--- src/rtl/npc_ras.sv ---
// -----------------------------------------------------------------------------
// npc_ras
//   Next-PC selection for the fetch stage, together with a small circular
//   return-address stack (RAS). The RAS predicts jr $31 targets and counts
//   return mispredicts.
//
// Ports
//   clk      in   clock, all state updates on the rising edge
//   reset    in   asynchronous reset, active low
//   stall    in   F/D stall (F holds PC, D does not advance)
//   req      in   exception / interrupt request
//   eret     in   D-stage eret
//   epc      in   eret return address
//   d_pc     in   PC of the D-stage instruction
//   imm26    in   D-stage instruction index / offset field
//   rs       in   forwarded rs value
//   br       in   branch kind: 0 pc+4, 1 j/jal, 2 jr/jalr, 3 conditional branch
//   b_jump   in   conditional branch taken
//   call     in   D instruction is jal/jalr
//   ret      in   D instruction is jr $31
//   pc       out  registered F-stage PC
//   npc      out  combinational next PC
//   ras_top  out  predicted return address (0 when the stack is empty)
//   ras_cnt  out  number of valid RAS entries
//   mispred  out  saturating count of return mispredicts
// -----------------------------------------------------------------------------
module npc_ras #(
   parameter logic [31:0] RESET_PC  = 32'h0000_3000,
   parameter logic [31:0] EXC_VEC   = 32'h0000_4180,
   parameter int          RAS_DEPTH = 4,
   parameter int          CNT_W     = 8
) (
   input  logic                         clk,
   input  logic                         reset,
   input  logic                         stall,
   input  logic                         req,
   input  logic                         eret,
   input  logic [31:0]                  epc,
   input  logic [31:0]                  d_pc,
   input  logic [25:0]                  imm26,
   input  logic [31:0]                  rs,
   input  logic [2:0]                   br,
   input  logic                         b_jump,
   input  logic                         call,
   input  logic                         ret,
   output logic [31:0]                  pc,
   output logic [31:0]                  npc,
   output logic [31:0]                  ras_top,
   output logic [$clog2(RAS_DEPTH):0]   ras_cnt,
   output logic [CNT_W-1:0]             mispred
);

   localparam int              PTR_W   = $clog2(RAS_DEPTH);
   localparam logic [PTR_W:0]  DEPTH_C = (PTR_W+1)'(RAS_DEPTH);

   logic [31:0]       pc_q, pc_d;
   logic [31:0]       pc_plus4;
   logic [31:0]       br_target;
   logic              advance;

   logic [31:0]       ras_q [RAS_DEPTH];
   logic [PTR_W-1:0]  sp_q, sp_d;
   logic [PTR_W-1:0]  top_idx;
   logic [PTR_W-1:0]  wr_idx;
   logic              push_en;
   logic [PTR_W:0]    cnt_q, cnt_d;
   logic [CNT_W-1:0]  mis_q, mis_d;

   // ---------------------------------------------------------------------------
   // Next-PC selection
   // ---------------------------------------------------------------------------
   assign pc_plus4  = pc_q + 32'd4;
   // Conditional branch: D-stage PC + 4 + sign-extended 16-bit word offset.
   assign br_target = d_pc + 32'd4 + {{14{imm26[15]}}, imm26[15:0], 2'b00};

   always_comb begin
      npc = pc_plus4;
      if (req) begin
         npc = EXC_VEC;
      end else if (eret) begin
         npc = epc;
      end else begin
         unique case (br)
            3'd1:    npc = {d_pc[31:28], imm26, 2'b00};
            3'd2:    npc = rs;
            3'd3:    npc = b_jump ? br_target : pc_plus4;
            default: npc = pc_plus4;
         endcase
      end
   end

   // Redirects (req/eret) override a stall; otherwise a stall freezes F.
   assign pc_d    = (req || eret || !stall) ? npc : pc_q;
   // Only an advancing D instruction may touch the RAS or the counter.
   assign advance = !stall && !req && !eret;

   // ---------------------------------------------------------------------------
   // Return-address stack
   //   sp_q points at the next free slot; the top entry lives at sp_q-1.
   //   When full, sp_q points at the oldest entry, so a push overwrites it.
   // ---------------------------------------------------------------------------
   assign top_idx = sp_q - PTR_W'(1);
   assign ras_top = (cnt_q == '0) ? 32'h0 : ras_q[top_idx];

   always_comb begin
      sp_d    = sp_q;
      cnt_d   = cnt_q;
      mis_d   = mis_q;
      push_en = 1'b0;
      wr_idx  = sp_q;
      if (advance) begin
         // Pop is evaluated before push so call+ret replaces the top entry.
         if (ret) begin
            // An empty stack predicts 0, so it mispredicts unless rs is 0.
            if ((ras_top != rs) && (mis_q != '1)) begin
               mis_d = mis_q + CNT_W'(1);
            end
            if (cnt_q != '0) begin
               sp_d  = top_idx;
               cnt_d = cnt_q - (PTR_W+1)'(1);
            end
         end
         if (call) begin
            push_en = 1'b1;
            wr_idx  = sp_d;
            sp_d    = sp_d + PTR_W'(1);
            if (cnt_d != DEPTH_C) begin
               cnt_d = cnt_d + (PTR_W+1)'(1);
            end
         end
      end
   end

   // ---------------------------------------------------------------------------
   // Control state
   // ---------------------------------------------------------------------------
   always_ff @(posedge clk or negedge reset) begin
      if (!reset) begin
         pc_q  <= RESET_PC;
         sp_q  <= '0;
         cnt_q <= '0;
         mis_q <= '0;
      end else begin
         pc_q  <= pc_d;
         sp_q  <= sp_d;
         cnt_q <= cnt_d;
         mis_q <= mis_d;
      end
   end

   // Entry storage carries no reset; ras_top masks it while the stack is empty.
   always_ff @(posedge clk) begin
      if (push_en) begin
         ras_q[wr_idx] <= d_pc + 32'd8;
      end
   end

   assign pc      = pc_q;
   assign ras_cnt = cnt_q;
   assign mispred = mis_q;

endmodule

--- config.mk ---
export PLATFORM = sky130hd
export DESIGN_NAME = npc_ras
export DESIGN_NICKNAME = d
export VERILOG_FILES = /design/src/rtl/npc_ras.sv
export SDC_FILE = /design/constraint.sdc
export NUM_CORES = 1
export LEC_CHECK = 0
export BUFFER_PORTS_ARGS = -buffer_cell sky130_fd_sc_hd__buf_2
export CORE_ASPECT_RATIO = 0.8
export CORE_UTILIZATION = 50
export DETAILED_ROUTE_END_ITERATION = 7
export PLACE_DENSITY = 0.74
export REMOVE_ABC_BUFFERS = 1
export SLEW_MARGIN = 10
export SYNTH_ARGS = -nofsm -noshare
export SYNTH_HDL_FRONTEND = slang
export SYNTH_SLANG_ARGS = --single-unit
--- constraint.sdc ---
create_clock -name clk -period 4.15 [get_ports clk]
set_input_delay 0.415 -clock clk [delete_from_list [all_inputs] [get_ports clk]]
set_output_delay 0.415 -clock clk [all_outputs]
set_load 0.02 [all_outputs]
==> out/summary.txt, run 1 <==
==========================================================================================
Slowest CP cell .............................................................         fa_1
Top Family by Delay on Critical Path ........................................ compound AO/OA/AOI/OAI gates
Clock edge transition at the registers on the reported setup and hold paths .      0.08 ns
Setup repair after global routing missed its margin .........................          yes
DRC violations left .........................................................            0
#FFs+latches synth ..........................................................          173
Hold Path Class .............................................................  in -> async
Share of the clock period used by the worst path after layout ...............        96.7%
Post-layout nets ............................................................         1708
Layout cells sized above 1 ..................................................        24.7%
CTS resizes .................................................................            0
Worst Tran Pin Value ........................................................     0.949 ns
Critical path depth in cells ................................................           17
Tot GR Track Use ............................................................        32.2%
Synth Flop Type .............................................................     edfxtp_1
Count of flip-flops with a built-in enable after synthesis ..................          128
Required time of the critical path ..........................................      3.73 ns
Die Width ...................................................................       176 um
Total number of vias ........................................................        11400
Number of buffers on the longest clock path .................................            2
Later-pin clock latency in the skew report ..................................      0.44 ns
Vert. Die Dim ...............................................................       141 um
Fill cell count .............................................................         2024
Sum of overflow across all layers after global routing ......................            0
Maximum vdd ir drop .........................................................   0.000426 V
Synth warnings ..............................................................            0
Final instance area ......................................................... 0.0145 sq mm
H-tree level count ..........................................................            4
Setup crit end kind .........................................................  output port
Wirelength, routed ..........................................................      39.9 mm
Post-synthesis sequential area ratio ........................................        40.9%
Crit path arrival time ......................................................      3.60 ns
TritonCTS buffer count ......................................................           17
Ratio of routed vias to standard cells ......................................         6.22
Stage delay of the slowest cell on the critical path ........................      0.41 ns
Vias in the first global route ..............................................        10400
Crit path cell chain ........................................................ buf_2 -> inv_1 -> ha_1 -> inv_1 -> ha_1 -> inv_1 -> fa_1 -> nand2b_1 -> a21o_1 -> a21boi_0 -> o21ai_0 -> a31oi_2 -> a21boi_0 -> xor2_1 -> o221ai_1 -> o21a_1 -> buf_2
Number of buffer cells added on primary ports ...............................          239
Skew final ..................................................................    0.0135 ns
Power share of the sequential group .........................................        30.7%
Std-Cell Core Area .......................................................... 0.0236 sq mm
Cells after Synth ...........................................................         1268
Num Clock Sinks .............................................................          173
Count of cell types in the netlist ..........................................           65
Static leakage ..............................................................      5.99 nW
Clock network power share ...................................................        23.9%
Power Density ...............................................................  477 mW/mm^2
Buffering stage count on the worst path with inverters included .............            5
Final hold violations .......................................................            0
Per-cell routed wire length .................................................      21.7 um
CP Launch Type ..............................................................   input port
Switching power .............................................................      2.87 mW
Most common cell type on the critical path ..................................        inv_1
Proportion of register bits with asynchronous set or reset after synthesis ..        26.0%
Buffer count from post-CTS setup fixing .....................................            0
Starting density of the core ................................................        51.4%
Average instance area after synthesis .......................................   9.58 sq um
Post-layout total power .....................................................      6.90 mW
Cell at the root of the clock tree ..........................................    clkbuf_16
DRT iter0 DRCs ..............................................................         1428
Estimated wirelength of the detail-placed design ............................      31.0 mm
Max cap viols ...............................................................            0
Pin count of the biggest net entering global routing ........................           51
Number of search-and-repair iterations in the first detailed-routing pass ...            5
Post-Place Cell Area ........................................................ 0.0138 sq mm
Initial antenna violation count .............................................            3
Cell Int Power ..............................................................      4.03 mW
Final critical path time including I/O delays and setup .....................      4.01 ns
Top-level I/O count .........................................................          240
Combinational share of power ................................................        45.3%
Achievable Freq .............................................................      249 MHz
Final setup violation count .................................................            0
Hold-fix buffers at CTS .....................................................            0
Area of the die ............................................................. 0.0249 sq mm
Depth of the worst register-to-register path ................................            9
Mapped cell area ............................................................ 0.0121 sq mm
Core Rows ...................................................................           50
Peak fanout along the critical path .........................................            5
Critical path class .........................................................    in -> out
Outcome .....................................................................    completed
Net switching fraction of the power .........................................        41.6%
Max Transition Viols Final ..................................................            0
Number of routed nets with antenna violations ...............................            0
Relative slew slack .........................................................        36.5%
TritonCTS clock tree ........................................................         done
Routability cong. ...........................................................        0.986
Synthesis-to-finish area growth .............................................        19.2%
Wire length of the first global-routing pass ................................      59.9 mm
==========================================================================================
[layout make-up]
class / count / area, sq um / share of cell area [%]
multi-input combinational: 982 / 6750 / 46.6
sequential: 173 / 4970 / 34.3
timing repair buffer: 283 / 1540 / 10.6
clock buffer: 17 / 425 / 2.94
tap: 312 / 390 / 2.70
inverter: 53 / 199 / 1.37
clock inverter: 15 / 194 / 1.34
antenna: 3 / 7.51 / 0.0518
[placed cells by master (no fill, tap or decap), drive strengths merged, types with 5 or more instances in the layout]
| master | instances |
|---|---|
| nor4 | 5 |
| nand2 | 121 |
| o31ai | 12 |
| a21o | 18 |
| o211ai | 8 |
| clkinv | 10 |
| nand3 | 57 |
| nor2 | 105 |
| a21oi | 76 |
| a31oi | 9 |
| xnor2 | 71 |
| nand2b | 16 |
| nor3 | 29 |
| edfxtp | 128 |
| and2 | 20 |
| nor2b | 13 |
| and3 | 15 |
| mux2i | 6 |
| o21a | 7 |
| o21ai | 127 |
| xor2 | 37 |
| a22oi | 17 |
| mux4 | 32 |
| o22ai | 15 |
| nand4 | 22 |
| dfrtp | 43 |
| a211oi | 14 |
| o221ai | 5 |
| clkbuf | 17 |
| ha | 64 |
| buf | 283 |
| inv | 56 |
| mux2 | 12 |
| nor3b | 5 |
[worst paths after layout]
kind,from,to,slack [ns]
max,d_pc[2],npc[25],0.14
min,reset,mispred[4],0.06
max reg2reg,sp_q[0],mispred[1],0.58
min reg2reg,mispred[6],mispred[6],0.50
max in group asynchronous,reset,sp_q[0],3.65
min in group clk,epc[7],pc[7],0.21
[state kept, by name, summed over array words and instances, names as in the netlist]
name	flops
mispred	8
ras_cnt	3
ras_q	128
pc	32
sp_q	2
[power groups by stage]
stage          Combinational (mW)  Clock, mW  Sequential (mW)
4_1_cts                      3.11       1.66             2.12
3_5_place_dp                 3.09          0             2.16
6_report                     3.13       1.65             2.12
3_3_place_gp                 3.03          0             2.15
5_1_grt                      3.39       1.73             2.13
2_1_floorplan                1.86          0             2.28
[metrics by stage]
step	setup slack (ns)	cells	hold WS (ns)	utilization [%]	TNS, ns
2_1_floorplan	-0.941	1208	0.119	-	-60.76
3_3_place_gp	0.185	1803	0.486	58.5	0
3_5_place_dp	0.0887	1803	0.488	58.5	0
4_1_cts	0.0749	1835	0.0752	61.2	0
5_1_grt	-0.0426	1836	0.104	61.2	-0.0522
6_report	0.136	1838	0.0583	61.2	0
[cells by family after synthesis]
group,count (synthesis),share of synthesized area [%]
AO/OA/AOI/OAI,341,17.1
XOR/XNOR,108,7.79
flip-flops,173,40.9
adder cells (fa/ha/maj),65,6.76
buffers and inverters,113,3.74
AND/OR/NAND/NOR,418,16.1
multiplexers,50,7.57
[Yosys cell counts, types with 3 or more instances]
cell type / n / area (sq um)
o22ai_1: 15 / 93.8
nor3b_1: 5 / 37.5
and3_1: 15 / 93.8
o21ai_0: 77 / 385
mux4_2: 32 / 721
nor2_1: 105 / 394
nor4_1: 5 / 31.3
o21ai_1: 50 / 250
a22oi_1: 17 / 128
clkbuf_1: 45 / 169
buf_2: 6 / 30.0
nand2_1: 121 / 454
or2_2: 3 / 18.8
nand4_1: 22 / 138
inv_1: 51 / 191
xnor2_1: 71 / 622
a21boi_0: 4 / 30.0
edfxtp_1: 128 / 3840
nand2b_1: 16 / 100
a21oi_1: 76 / 380
buf_1: 6 / 22.5
o31a_1: 4 / 35.0
o31ai_1: 12 / 90.1
o211ai_1: 8 / 60.1
o21a_1: 7 / 52.6
a311oi_1: 4 / 35.0
o221ai_1: 5 / 43.8
and2_1: 19 / 119
ha_1: 64 / 801
a21o_1: 18 / 135
xor2_1: 37 / 324
nand3_1: 57 / 285
nor3_1: 29 / 145
dfrtp_1: 43 / 1080
mux2i_1: 6 / 60.1
a31oi_1: 9 / 56.3
a211oi_1: 14 / 105
buf_6: 3 / 33.8
nor2b_1: 13 / 81.3
mux2_2: 11 / 124
[worst register-to-register path: stages (launching register included)]
cell and delay [ns]:
dfrtp_2 0.63, buf_4 0.29, mux4_2 0.57, o21ai_1 0.15
o21ai_1 0.07, o21ai_1 0.24, nand4_1 0.25, or4_1 0.76
and2_4 0.23, mux2_4 0.29
[layer usage]
| metal | up-vias | global-route usage (%) | part of all wire, % | wire length [um] |
|---|---|---|---|---|
| li1 | 5189 | - | - | - |
| met3 | 68 | 6.97 | 10 | 3970 |
| met4 | 0 | 10.8 | 2.9 | 1170 |
| met2 | 615 | 48.4 | 44 | 17600 |
| met1 | 5552 | 46.0 | 43 | 17100 |
| met5 | - | 0 | 0 | 0 |
(Power assumes the default switching activity.)
==> run 2: changes to the inputs <==
- PLACE_DENSITY: 0.74 -> 0.76
==> out/summary.txt, run 2 (synthesis results as in run 1) <==
==========================================================================================
Outcome .....................................................................    completed
Largest reg by FF count .....................................................        ras_q
Final core utilization ......................................................        61.0%   -0.21 points
Starting density of the core ................................................        51.4%   unchanged
Largest register FFs ........................................................          128   unchanged
Die Width ...................................................................       176 um   unchanged
Final setup violation count .................................................            0   unchanged
Final instance area ......................................................... 0.0144 sq mm   -0.35%
Crit path arrival time ......................................................      3.61 ns   about the same
Wirelength, routed ..........................................................      40.1 mm   +0.74%
Fill cell count .............................................................         2061   +1.8%
TritonCTS buffer count ......................................................           17   unchanged
Final hold violations .......................................................            0   unchanged
Worst setup slack after layout ..............................................     0.124 ns   -0.0116 ns
Relative slew slack .........................................................        28.3%   -8.2 points
Wire length of the first global-routing pass ................................      60.2 mm   +0.46%
Static leakage ..............................................................      5.96 nW   -0.53%
Total number of vias ........................................................        11300   -0.84%
Number of search-and-repair iterations in the first detailed-routing pass ...            5   unchanged
Per-cell routed wire length .................................................      22.0 um   +1.3%
Final standard cell count with taps included and fillers excluded ...........         1828   -0.54%
Max Transition Viols Final ..................................................            0   unchanged
Endpoint of the lowest-slack register-to-register path ......................   mispred[1]
Top-level I/O count .........................................................          240   unchanged
Post-layout total power .....................................................      6.94 mW   +0.46%
Most used cells in the layout excluding fill and tap cells .................. 239 x buf_2, 128 x edfxtp_1, 121 x nand2_1
Later-pin clock latency in the skew report ..................................      0.44 ns   about the same
Skew final ..................................................................    0.0127 ns   -0.000767 ns
Total placed cells including tap cells ......................................         1794   -0.50%
Post-layout nets ............................................................         1699   -0.53%
DRT iter0 DRCs ..............................................................         1336   -6.4%
Sum of overflow across all layers after global routing ......................            0   unchanged
Setup repair after global routing missed its margin .........................          yes
Critical path class .........................................................    in -> out
H-tree level count ..........................................................            4   unchanged
Final critical path time including I/O delays and setup .....................      4.03 ns   +0.0116 ns
Post-Place Cell Area ........................................................ 0.0138 sq mm   -0.40%
Layout cells sized above 1 ..................................................        24.4%   -0.32 points
Hold Path Class .............................................................  in -> async
Number of buffer cells added on primary ports ...............................          239   unchanged
Number of routed nets with antenna violations ...............................            0   unchanged
Required time of the critical path ..........................................      3.73 ns   about the same
Number of buffers on the longest clock path .................................            2   unchanged
Cell at the root of the clock tree ..........................................    clkbuf_16
Estimated wirelength of the detail-placed design ............................      31.1 mm   +0.13%
Pre-CTS WS ..................................................................    0.0843 ns   -0.00439 ns
Maximum vdd ir drop .........................................................   0.000319 V   -25%
Worst Tran Pin Value ........................................................      1.08 ns   +0.127 ns
Area of the multi-input gates ............................................... 0.00677 sq mm   +0.19%
Core Rows ...................................................................           50   unchanged
Num Clock Sinks .............................................................          173   unchanged
DRC violations left .........................................................            0   unchanged
Setup slack of the worst register-to-register path ..........................      0.36 ns   -0.22 ns
Achievable Freq .............................................................      248 MHz   -0.29%
Synthesis-to-finish area growth .............................................        18.8%
Share of the clock period used by the worst path after layout ...............        97.0%   +0.28 points
Minimum hold slack ..........................................................     0.152 ns   +0.0934 ns
Register area ............................................................... 0.00497 sq mm   unchanged
Depth of the worst register-to-register path ................................            8   -1
CP Launch Type ..............................................................   input port
TNS Setup ...................................................................         0 ns   unchanged
Power Density ...............................................................  481 mW/mm^2   +0.81%
Launch instance of the worst register-to-register path ......................      sp_q[0]
Clock edge transition at the registers on the reported setup and hold paths .      0.08 ns   about the same
Peak fanout along the critical path .........................................            4   -1
Setup crit end kind .........................................................  output port
Leading cell type in the layout, fill and taps excluded .....................        buf_2
Pin count of the biggest net entering global routing ........................           51   unchanged
Area of the die ............................................................. 0.0249 sq mm   unchanged
Initial antenna violation count .............................................            2   -1
Ratio of routed vias to standard cells ......................................         6.20   -0.30%
Max cap viols ...............................................................            0   unchanged
Routability cong. ...........................................................        0.971   -1.5%
Std-Cell Core Area .......................................................... 0.0236 sq mm   unchanged
Vias in the first global route ..............................................        10400   +0.25%
TritonCTS clock tree ........................................................         done
Vert. Die Dim ...............................................................       141 um   unchanged
Tot GR Track Use ............................................................        32.5%   +0.27 points
==========================================================================================
[run 2: cell types whose count changed in the layout (fill, tap and decap cells not counted), sizes merged]
| cell | change |
|---|---|
| clkinvlp | -1 |
| clkinv | -3 |
| bufinv | +1 |
| diode | -1 |
| inv | +3 |
| buf | -9 |
[run 2: area by class of cell]
class | instances | share of cell area [%]
clock inverters | 15 | 1.31
inverters | 53 | 1.38
repair buffers | 274 | 10.3
well taps | 312 | 2.71
diodes | 2 | 0.0347
multi-input cells | 982 | 46.9
flip-flops and latches | 173 | 34.5
clock buffers | 17 | 2.95
[run 2: how the worst max path moves through the flow]
stage | from | end | cells after the start
final | d_pc[3] | npc[31] | 15
after global routing | d_pc[2] | npc[25] | 17
after CTS | d_pc[3] | npc[25] | 15
after detailed placement | d_pc[3] | npc[25] | 15
after global placement | d_pc[3] | npc[25] | 15
after floorplan | ras_cnt[0] | ras_q[2][0] | 6
[run 2: power by group]
part           switching, mW  internal (mW)  total, mW
Clock                  0.803          0.871       1.67
Combinational           1.88           1.24       3.12
Sequential             0.172           1.97       2.15
[run 2: worst max-delay path, cell delays in order]
cell      delay, ns
buf_2          0.13
ha_1           0.30
ha_1           0.23
inv_1          0.08
fa_1           0.18
nand2b_1       0.19
a21oi_1        0.09
o311ai_0       0.43
and3_1         0.32
o31a_1         0.23
mux2_2         0.36
o31ai_2        0.28
mux2i_1        0.12
nor2_1         0.10
buf_2          0.17
[run 2: layer usage]
metal / wire length [um] / global-route usage, % / share of wire (%)
met1: 16500 / 44.0 / 41
met2: 18200 / 50.7 / 45
met3: 4430 / 8.63 / 11
met4: 1030 / 10.1 / 2.6
met5: 0 / 0 / 0
[run 2: timing repair]
item / CTS / global route
buffers inserted: 0 / 0
resized for setup: 0 / 7
setup endpoints to repair: 0 / 6
hold buffers: 0 / 0
